--- config.mk ---
export PLATFORM = sky130hd
export DESIGN_NAME = al_accel_dacc_flat
export DESIGN_NICKNAME = d
export VERILOG_FILES = /design/src/rtl/al_accel_pkg.sv /design/src/rtl/al_accel_dacc_if.sv /design/src/rtl/al_accel_dacc_ctrl.sv /design/src/rtl/al_accel_dacc.sv /design/src/flat_wrapper.sv
export SDC_FILE = /design/constraint.sdc
export NUM_CORES = 1
export LEC_CHECK = 0
export CAP_MARGIN = 20
export CORE_ASPECT_RATIO = 0.8
export CORE_MARGIN = 1.5
export CORE_UTILIZATION = 55
export DETAILED_ROUTE_END_ITERATION = 8
export DONT_BUFFER_PORTS = 1
export HOLD_SLACK_MARGIN = 0.15
export MAX_ROUTING_LAYER = met4
export PLACE_DENSITY = 0.73
export SLEW_MARGIN = 20
export SYNTH_ARGS = -nofsm -noshare
export SYNTH_HDL_FRONTEND = slang
export SYNTH_HIERARCHICAL = 1
export SYNTH_SLANG_ARGS = --single-unit
--- constraint.sdc ---
create_clock -name clk -period 20.6 [get_ports clk]
set_clock_uncertainty 0.05 [all_clocks]
set_input_delay 2.06 -clock clk [delete_from_list [all_inputs] [get_ports clk]]
set_output_delay 2.06 -clock clk [all_outputs]
set_load 0.005 [all_outputs]
--- src/rtl/al_accel_pkg.sv ---
// Shared types and defaults for the distributed-arithmetic accumulator slice.
// State encoding, default widths and LUT geometry live here so ctrl, top and bench agree.
package al_accel_pkg;

  localparam int WBITS_DEF = 7;
  localparam int ACC_W_DEF = 32;
  localparam int N_CH      = 3;
  localparam int LUT_N     = 8;

  typedef enum logic [1:0] {
    ST_IDLE,
    ST_LOAD,
    ST_ACCUM,
    ST_OUT
  } state_t;

endpackage

--- src/rtl/al_accel_dacc_if.sv ---
// Group-command, LUT and result handshake bundle of the DA accumulator.
// The slave modport is the accumulator; the master modport is its environment.
interface al_accel_dacc_if
  import al_accel_pkg::*;
#(
  parameter int WBITS = WBITS_DEF,
  parameter int ACC_W = ACC_W_DEF
);

  logic                              start;
  logic                              first;
  logic                              last;
  logic [N_CH-1:0][WBITS-1:0]        wmag;
  logic [LUT_N-1:0][ACC_W-1:0]       lut_do;
  logic                              lut_ld_wrn;
  logic                              busy;
  logic                              out_valid;
  logic [ACC_W-1:0]                  out_data;
  logic                              out_ready;

  modport master (
    output start, first, last, wmag, lut_do, out_ready,
    input  lut_ld_wrn, busy, out_valid, out_data
  );

  modport slave (
    input  start, first, last, wmag, lut_do, out_ready,
    output lut_ld_wrn, busy, out_valid, out_data
  );

endinterface

--- src/rtl/al_accel_dacc_ctrl.sv ---
// Group sequencer: IDLE -> LOAD -> ACCUM (WBITS bit-slices, MSB first) -> OUT/IDLE.
// Latches the group's weight magnitudes and flags, and presents the current bit-slice select.
module al_accel_dacc_ctrl
  import al_accel_pkg::*;
#(
  parameter int WBITS = WBITS_DEF,
  parameter int CNT_W = (WBITS > 1) ? $clog2(WBITS) : 1
) (
  input  logic                       clk,
  input  logic                       reset,
  input  logic                       enb,
  input  logic                       start,
  input  logic                       first,
  input  logic                       last,
  input  logic [N_CH-1:0][WBITS-1:0] wmag,
  input  logic                       out_ready,
  output state_t                     state,
  output logic [CNT_W-1:0]           cnt,
  output logic [N_CH-1:0]            sel,
  output logic                       first_q,
  output logic                       last_q,
  output logic                       lut_ld_wrn,
  output logic                       busy
);

  logic [N_CH-1:0][WBITS-1:0] w_q;

  // NOTE: every register here uses <= so all updates see the pre-edge values together.
  always_ff @(posedge clk or posedge reset) begin
    if (reset) begin
      state      <= ST_IDLE;
      cnt        <= '0;
      w_q        <= '0;
      first_q    <= 1'b0;
      last_q     <= 1'b0;
      lut_ld_wrn <= 1'b0;
      busy       <= 1'b0;
    end else if (enb) begin
      case (state)
        ST_IDLE: begin
          if (start) begin
            w_q        <= wmag;
            first_q    <= first;
            last_q     <= last;
            state      <= ST_LOAD;
            lut_ld_wrn <= 1'b1;
            busy       <= 1'b1;
          end
        end
        ST_LOAD: begin
          cnt        <= CNT_W'(WBITS - 1);
          state      <= ST_ACCUM;
          lut_ld_wrn <= 1'b0;
        end
        ST_ACCUM: begin
          if (cnt == '0) begin
            if (last_q) begin
              state <= ST_OUT;
            end else begin
              state <= ST_IDLE;
              busy  <= 1'b0;
            end
          end else begin
            cnt <= cnt - 1'b1;
          end
        end
        ST_OUT: begin
          // A start arriving with the accept is dropped: state is not IDLE this cycle.
          if (out_ready) begin
            state <= ST_IDLE;
            busy  <= 1'b0;
          end
        end
        default: state <= ST_IDLE;
      endcase
    end
  end

  // NOTE: sel gets a full default before the loop so no latch can be inferred.
  always_comb begin
    sel = '0;
    for (int i = 0; i < N_CH; i++) sel[i] = w_q[i][cnt];
  end

endmodule

--- src/rtl/al_accel_dacc.sv ---
// Distributed-arithmetic accumulator: shift-accumulates LUT partial sums per bit-slice,
// sums groups into a dot product and presents it on a valid/ready port.
module al_accel_dacc
  import al_accel_pkg::*;
#(
  parameter int WBITS = WBITS_DEF,
  parameter int ACC_W = ACC_W_DEF
) (
  input  logic            clk,
  input  logic            reset,
  input  logic            enb,
  al_accel_dacc_if.slave  bus
);

  localparam int CNT_W = (WBITS > 1) ? $clog2(WBITS) : 1;

  state_t             state;
  logic [CNT_W-1:0]   cnt;
  logic [N_CH-1:0]    sel;
  logic               first_q;
  logic               last_q;
  logic               lut_ld_wrn;
  logic               busy;

  logic [ACC_W-1:0]   psum;
  logic [ACC_W-1:0]   acc;
  logic [ACC_W-1:0]   out_data;
  logic               out_valid;
  logic [ACC_W-1:0]   psum_next;
  logic [ACC_W-1:0]   acc_next;

  al_accel_dacc_ctrl #(
    .WBITS (WBITS),
    .CNT_W (CNT_W)
  ) u_ctrl (
    .clk        (clk),
    .reset      (reset),
    .enb        (enb),
    .start      (bus.start),
    .first      (bus.first),
    .last       (bus.last),
    .wmag       (bus.wmag),
    .out_ready  (bus.out_ready),
    .state      (state),
    .cnt        (cnt),
    .sel        (sel),
    .first_q    (first_q),
    .last_q     (last_q),
    .lut_ld_wrn (lut_ld_wrn),
    .busy       (busy)
  );

  // Two's-complement wrap: the shift drops the MSB, the adds discard the carry.
  assign psum_next = (psum << 1) + bus.lut_do[sel];
  assign acc_next  = (first_q ? '0 : acc) + psum_next;

  always_ff @(posedge clk or posedge reset) begin
    if (reset) begin
      psum      <= '0;
      acc       <= '0;
      out_data  <= '0;
      out_valid <= 1'b0;
    end else if (enb) begin
      case (state)
        ST_LOAD: psum <= '0;
        ST_ACCUM: begin
          psum <= psum_next;
          if (cnt == '0) begin
            acc <= acc_next;
            if (last_q) begin
              out_valid <= 1'b1;
              out_data  <= acc_next;
            end
          end
        end
        ST_OUT: begin
          if (bus.out_ready) out_valid <= 1'b0;
        end
        default: ;
      endcase
    end
  end

  assign bus.lut_ld_wrn = lut_ld_wrn;
  assign bus.busy       = busy;
  assign bus.out_valid  = out_valid;
  assign bus.out_data   = out_data;

endmodule
--- src/flat_wrapper.sv ---
// flat-port wrapper written by rule: the top's interface ports become plain ports
module al_accel_dacc_flat import al_accel_pkg::*;
#(
  parameter int WBITS = WBITS_DEF,
  parameter int ACC_W = ACC_W_DEF
)
  (clk, reset, enb, bus_start, bus_first, bus_last, bus_wmag, bus_lut_do, bus_out_ready, bus_lut_ld_wrn, bus_busy, bus_out_valid, bus_out_data);
  al_accel_dacc_if #(.WBITS(WBITS), .ACC_W(ACC_W)) bus_i ();
  input  logic clk;
  input  logic reset;
  input  logic enb;
  input wire logic [$bits(bus_i.start)-1:0] bus_start;
  input wire logic [$bits(bus_i.first)-1:0] bus_first;
  input wire logic [$bits(bus_i.last)-1:0] bus_last;
  input wire logic [$bits(bus_i.wmag)-1:0] bus_wmag;
  input wire logic [$bits(bus_i.lut_do)-1:0] bus_lut_do;
  input wire logic [$bits(bus_i.out_ready)-1:0] bus_out_ready;
  output wire logic [$bits(bus_i.lut_ld_wrn)-1:0] bus_lut_ld_wrn;
  output wire logic [$bits(bus_i.busy)-1:0] bus_busy;
  output wire logic [$bits(bus_i.out_valid)-1:0] bus_out_valid;
  output wire logic [$bits(bus_i.out_data)-1:0] bus_out_data;
  assign bus_i.start = bus_start;
  assign bus_i.first = bus_first;
  assign bus_i.last = bus_last;
  assign bus_i.wmag = bus_wmag;
  assign bus_i.lut_do = bus_lut_do;
  assign bus_i.out_ready = bus_out_ready;
  assign bus_lut_ld_wrn = bus_i.lut_ld_wrn;
  assign bus_busy = bus_i.busy;
  assign bus_out_valid = bus_i.out_valid;
  assign bus_out_data = bus_i.out_data;
  al_accel_dacc #(.WBITS(WBITS), .ACC_W(ACC_W)) u_core (.clk(clk), .reset(reset), .enb(enb), .bus(bus_i));
endmodule
### Word-level counts from Yosys, hierarchy flattened

Cells that the tools add are included.

* register bits: 126
* bits in latches: 0
* memory bits (writable): 0
* ROM bits: 0
* bits of input ports: 284
* output and inout port bits: 35
* memories: 0

* add/sub/neg operators: 3
* multipliers: 0
* div/mod/pow operators: 0
* $lt $le $gt $ge: 2
* equal/unequal tests: 9
* shift operators: 0
* multiplexer cells: 26
* bitwise logic cells: 0
* reduce and logical (&&, ||, !) cells: 15

Operator list (count)
* $bmux 32 s3: 1
* $add 32x32->32: 2
* $mux 32: 2
* $pmux 31 s2: 1
* $reduce_and 3->1: 4
* $ne 2x2->1 const B: 5
* $bmux 1 s3: 3
* $mux 1: 9
* $lt 3x4->1 const B: 2
* $mux 2: 4
* $pmux 2 s4: 1
* $reduce_and 4->1: 2
* $pmux 3 s2: 1
* $reduce_and 6->1: 1
* $reduce_bool 2->1: 3
* $reduce_and 5->1: 1
* $eq 2x2->1 const B: 2
* $pmux 1 s2: 2
* $logic_not 3->1: 1
* $mux 3: 1
* $pmux 1 s3: 1
* $reduce_bool 3->1: 1
* $sub 3x1->3 const B: 1
* $eq 2x1->1 const B: 1
* 3 further kinds: 3

### Depth between registers and ports, before layout

* word-level depth: 6
* depth in mapped cells: 26

### Modules after synthesis

Netlist, hierarchy kept.

Modules (own cells, without submodules)
* al_accel_dacc: times used 1, cells each 917, area an instance 8846.0 µm²
* al_accel_dacc_ctrl: times used 1, cells each 115, area an instance 1465.2 µm²

### Worst setup path after synthesis

OpenSTA, ideal clock, no wires.

* path kind: register -> register
* from: register u_core.u_ctrl.cnt[1]
* to: register u_core.acc[30]
* setup time: 0.125 ns
* data arrival time: 6.607 ns
* required time: 20.425 ns
* slack: 13.818 ns
* cell stages (with the launch flop): 27
* path buffers: 3
* clock period less this slack: 6.782 ns
* path through: dfrtp_1 buf_2 nor2b_1 a221oi_1 a221oi_1 clkbuf_1 buf_1 mux4_2 mux2_2 ha_1 fa_1 a211oi_1 o21ai_1 a31oi_2 o21bai_1 a21oi_1 o21ai_0 xor2_1 ha_1 and3_1 and2_1 nand3_1 o21ai_0 a41oi_2 o21ai_0 or3b_1 mux2_2

* word-level cells in the longest chain between the ends: 6
* elaborated cells between the ends (all ways): 12

RTL lines
* start, declared: RTL line al_accel_dacc_ctrl.sv:18 `output logic [CNT_W-1:0] cnt,`
* start signal, assigned: RTL line al_accel_dacc_ctrl.sv:51 `cnt <= CNT_W'(WBITS - 1);`
* start signal, assigned: RTL line al_accel_dacc_ctrl.sv:64 `cnt <= cnt - 1'b1;`
* $bmux 1 s3: RTL line al_accel_dacc_ctrl.sv:82 `for (int i = 0; i < N_CH; i++) sel[i] = w_q[i][cnt];`
* $mux 1 (not written as such): RTL line al_accel_dacc_ctrl.sv:82
* named net u_core.sel[0]: RTL line al_accel_dacc.sv:19 `logic [N_CH-1:0] sel;`
* $bmux 32 s3: RTL line al_accel_dacc.sv:54 `assign psum_next = (psum << 1) + bus.lut_do[sel];`
* $mux 32 (not written as such): RTL line al_accel_dacc.sv:54
* $add 32x32->32: RTL line al_accel_dacc.sv:54
* $add 32x32->32: RTL line al_accel_dacc.sv:55 `assign acc_next = (first_q ? '0 : acc) + psum_next;`
* end signal, assigned: RTL line al_accel_dacc.sv:69 `acc <= acc_next;`
* end, declared: RTL line al_accel_dacc.sv:26 `logic [ACC_W-1:0] acc;`

The timed path passes the listed nets, and every way through them passes these cells. The select of a mux whose other input is x is not followed.
A chain may end at the register's enable or synchronous reset.

### Worst setup path after layout

Ends and elaborated chain as after synthesis.

==> impl_metrics.tcl <==
set metrics [dict create \
    clk_latency_ns 0.43 \
    cp-end-kind "flip-flop" \
    cts_root_buf "clkbuf_16" \
    clk_path_buf_depth 2 \
    run_status "finished clean" \
    synthAdderAreaFrac_pct 8.28 \
    reg2regPathDepth 24 \
    fin_nets 1362 \
    fp.dieW_um 156 \
    netlist_instances 1032 \
    grt.busiest_layer "met1" \
    synth_edf_count 0 \
    max_stage_delay_ns 0.72 \
    avgRoutedWirePerCell_um 24.6 \
    drv_cap 0 \
    crit_arrival_ns 7.73 \
    firstDrtPassIters 5 \
    finish.utilization_pct 61.2 \
    start_kind "flip-flop" \
    areaGrowthSynthToFinish_pct 8.48 \
    hpwlAfterDp_mm 25.0 \
    grt_first_pass_wirelength_mm 47.6 \
    slew_headroom_pct 43.3 \
    start_util_pct 56.4 \
    design.portCount 319 \
    slowest_stage "buf_4" \
    postSynth.asyncResetShare_pct 100 \
    grt_use_met1_pct 49.1 \
    grt_pass1_vias 7997 \
    worstPathRequired_ns 20.86 \
    antenna_left 0 \
    use_met3_pct 9.67 \
    worst_pin_slew_ns 0.851 \
    routabilityCongestion 0.995 \
    vias 8550 \
    synth_top_family_by_area "multiplexers" \
    setup_violations 0 \
    yosysSeqAreaShare_pct 30.6 \
    finalCriticalPeriod_ns 7.48 \
    htree_levels 4 \
    fillerInstances 1543 \
    synth_ff_type "dfrtp_1" \
    fp.dieH_um 125 \
    cts_hold_buffers 0 \
    syn-cell-area_um2 10300 \
    grtUsageMet2_pct 43.6 \
    multi_input_area_um2 6890 \
    regArea_um2 3150 \
    grt_antenna_before_repair 17 \
    finalCritPeriodShare_pct 36.3 \
    yosysWarnings 6 \
    first_iter_violations 844 \
    synth_mux_area_share_pct 22.5 \
    cts_tree "yes" \
    rsz0062_at_grt "false" \
    clk_pin_slew_worst_paths_ns 0.06 \
    syn_area_per_cell_um2 9.99 \
    netlist-cell-type-count 68 \
    postCtsSetupBuffers 0 \
    numPortBuffers 0 \
    gr-total-overflow 0 \
    maxSlewViolCount 0 \
    critPathMaxFanout 45 \
    grt_max_degree 65 \
    synthXorXnorAreaFrac_pct 4.84 \
    cts.sinks 126 \
    syn_nets 1383 \
    fmax_ghz 0.134 \
    r2r_slack_ns 13.12 \
    cts_resized 0 \
    ys_ff_latch 126 \
    hold_path_class "reg2reg" \
    path_cells "mux2_2 > a221oi_1 > a221oi_4 > buf_4 > buf_4 > mux4_2 > mux2_2 > ha_1 > a2111oi_0 > o21ai_1 > a31oi_2 > o21bai_1 > a21oi_1 > o21ai_0 > xor2_1 > ha_1 > and3_1 > and2_1 > nand3_1 > o21ai_0 > a41oi_2 > o21ai_0 > or3b_1 > mux2_2" \
    tns_ns 0 \
    numCtsBuffers 17 \
    die_area_um2 19600 \
    drive_above_1_share_pct 19.5 \
    finalHoldViolCount 0 \
    wl_mm 31.9 \
    vias_per_cell 6.60 \
    path_class "reg2reg" \
    holdPathStages 2 \
    yosys.area_share.simple_pct 13.7 \
    groute.usage.overall_pct 33.3 \
    core_um2 18300 \
    synth_compound_area_share_pct 17.0 \
    route.detailed.drc 0 \
    fp-row-count 44 \
]
[cell families after synthesis]
kind of cell	count (synthesis)
AO/OA/AOI/OAI	251
XOR/XNOR	57
adder cells (fa/ha/maj)	67
buffers and inverters	81
flip-flops	126
multiplexers	143
AND/OR/NAND/NOR	307
[placed cells by master (no fill, tap or decap), drive strengths merged, types with 3 or more instances in the layout]
master | Yosys | routed
ha | 65 | 65
o31ai | 5 | 5
nand4 | 9 | 9
mux2 | 71 | 71
a22o | 32 | 32
xnor2 | 41 | 41
mux4 | 64 | 64
clkbuf | 41 | 18
and2 | 5 | 5
o21ai | 40 | 40
o211ai | 8 | 8
nand2b | 5 | 5
a21o | 23 | 23
xor2 | 16 | 16
a31oi | 14 | 14
a21oi | 57 | 57
nand2 | 176 | 176
a221oi | 7 | 7
nand3 | 16 | 16
inv | 27 | 35
o21bai | 13 | 13
o2111ai | 3 | 3
buf | 13 | 14
clkinv | 0 | 4
dfrtp | 126 | 126
and4 | 4 | 4
nor2b | 37 | 37
o22ai | 3 | 3
diode | 0 | 18
a221o | 3 | 3
a211oi | 11 | 11
o21a | 8 | 8
and3 | 9 | 9
nor2 | 28 | 28
nor3 | 10 | 10
mux2i | 8 | 8
[state kept, by name, summed over array words and instances, names as in the netlist]
name / cells
u_core/acc: 32
u_core/bus.out_data: 32
u_core/bus.out_valid: 1
u_core/psum: 31
u_core/u_ctrl/busy: 1
u_core/u_ctrl/cnt: 3
u_core/u_ctrl/first_q: 1
u_core/u_ctrl/last_q: 1
u_core/u_ctrl/lut_ld_wrn: 1
u_core/u_ctrl/state: 2
u_core/u_ctrl/w_q: 21
[critical path, delay by kind of cell (launching register included)]
kind                       cells  cell delay, ns
xor gates and xnor gates       1            0.18
and+or+nand+nor                4            0.89
buffers and inverters          2            1.12
adders and majority gates      2            0.64
DFF                            1            0.69
AOI/OAI and AO/OA             11            2.32
muxes                          4            1.40
[synthesized netlist by cell type (3+ instances only)]
| master | instances | share of area (%) |
|---|---|---|
| a31oi_1 | 13 | 0.79 |
| and3_1 | 9 | 0.55 |
| o22ai_1 | 3 | 0.18 |
| o21ai_0 | 39 | 1.9 |
| nand2_1 | 176 | 6.4 |
| nor3_1 | 10 | 0.49 |
| dfrtp_1 | 126 | 31 |
| ha_1 | 65 | 7.9 |
| and2_1 | 4 | 0.24 |
| and4_1 | 3 | 0.25 |
| o2111ai_1 | 3 | 0.25 |
| a21o_1 | 22 | 1.6 |
| nor2_1 | 28 | 1.0 |
| mux2i_1 | 8 | 0.78 |
| o211ai_1 | 7 | 0.51 |
| o31ai_1 | 5 | 0.36 |
| nand3_1 | 16 | 0.78 |
| o21a_1 | 8 | 0.58 |
| a21oi_1 | 57 | 2.8 |
| mux4_2 | 64 | 14 |
| inv_1 | 27 | 0.98 |
| nor2b_1 | 37 | 2.2 |
| nand2b_1 | 4 | 0.24 |
| xnor2_1 | 41 | 3.5 |
| clkbuf_1 | 41 | 1.5 |
| mux2_2 | 71 | 7.8 |
| a221o_1 | 3 | 0.29 |
| nand4_1 | 9 | 0.55 |
| o21bai_1 | 13 | 0.95 |
| buf_1 | 9 | 0.33 |
| xor2_1 | 16 | 1.4 |
| a211oi_1 | 10 | 0.73 |
| a221oi_1 | 7 | 0.59 |
| a22o_1 | 32 | 2.7 |
[layer usage]
metal,vias to the layer above,share of wire [%]
met5,-,0
met4,0,1.5
met3,38,10
met2,466,43
met1,4201,46
li1,3845,-
[path summary, 6_finish.rpt]
path                                 startpoint               endpoint
max in group asynchronous                 reset         u_core/acc[10]
min in group asynchronous                 reset  u_core/u_ctrl/w_q[19]
min reg2reg                       u_core/acc[6]          u_core/acc[6]
max reg2reg                u_core/u_ctrl/cnt[1]         u_core/acc[30]
min                               u_core/acc[6]          u_core/acc[6]
max                        u_core/u_ctrl/cnt[1]         u_core/acc[30]
[cell type report]
| type | count | area share, % |
|---|---|---|
| Tap cell | 253 | 2.83 |
| Clock buffer | 18 | 3.93 |
| Timing Repair Buffer | 14 | 1.01 |
| Clock inverter | 14 | 1.09 |
| Sequential cell | 126 | 28.2 |
| Antenna cell | 18 | 0.403 |
| Inverter | 27 | 0.928 |
| Multi-Input combinational cell | 825 | 61.6 |
[per-stage QoR]
step	cell area (µm²)	setup WS, ns	hold slack (ns)	std cells
after floorplan	10300	13.82	0.388	1032
after global placement	10600	13.33	0.400	1244
after detailed placement	10600	13.19	0.405	1244
after CTS	11100	13.13	0.423	1276
after global routing	11200	12.43	0.437	1294
final	11200	13.12	0.421	1295
Power is not shown: default switching activity piles up to over one toggle a cycle in this logic, so the estimate is an artifact.
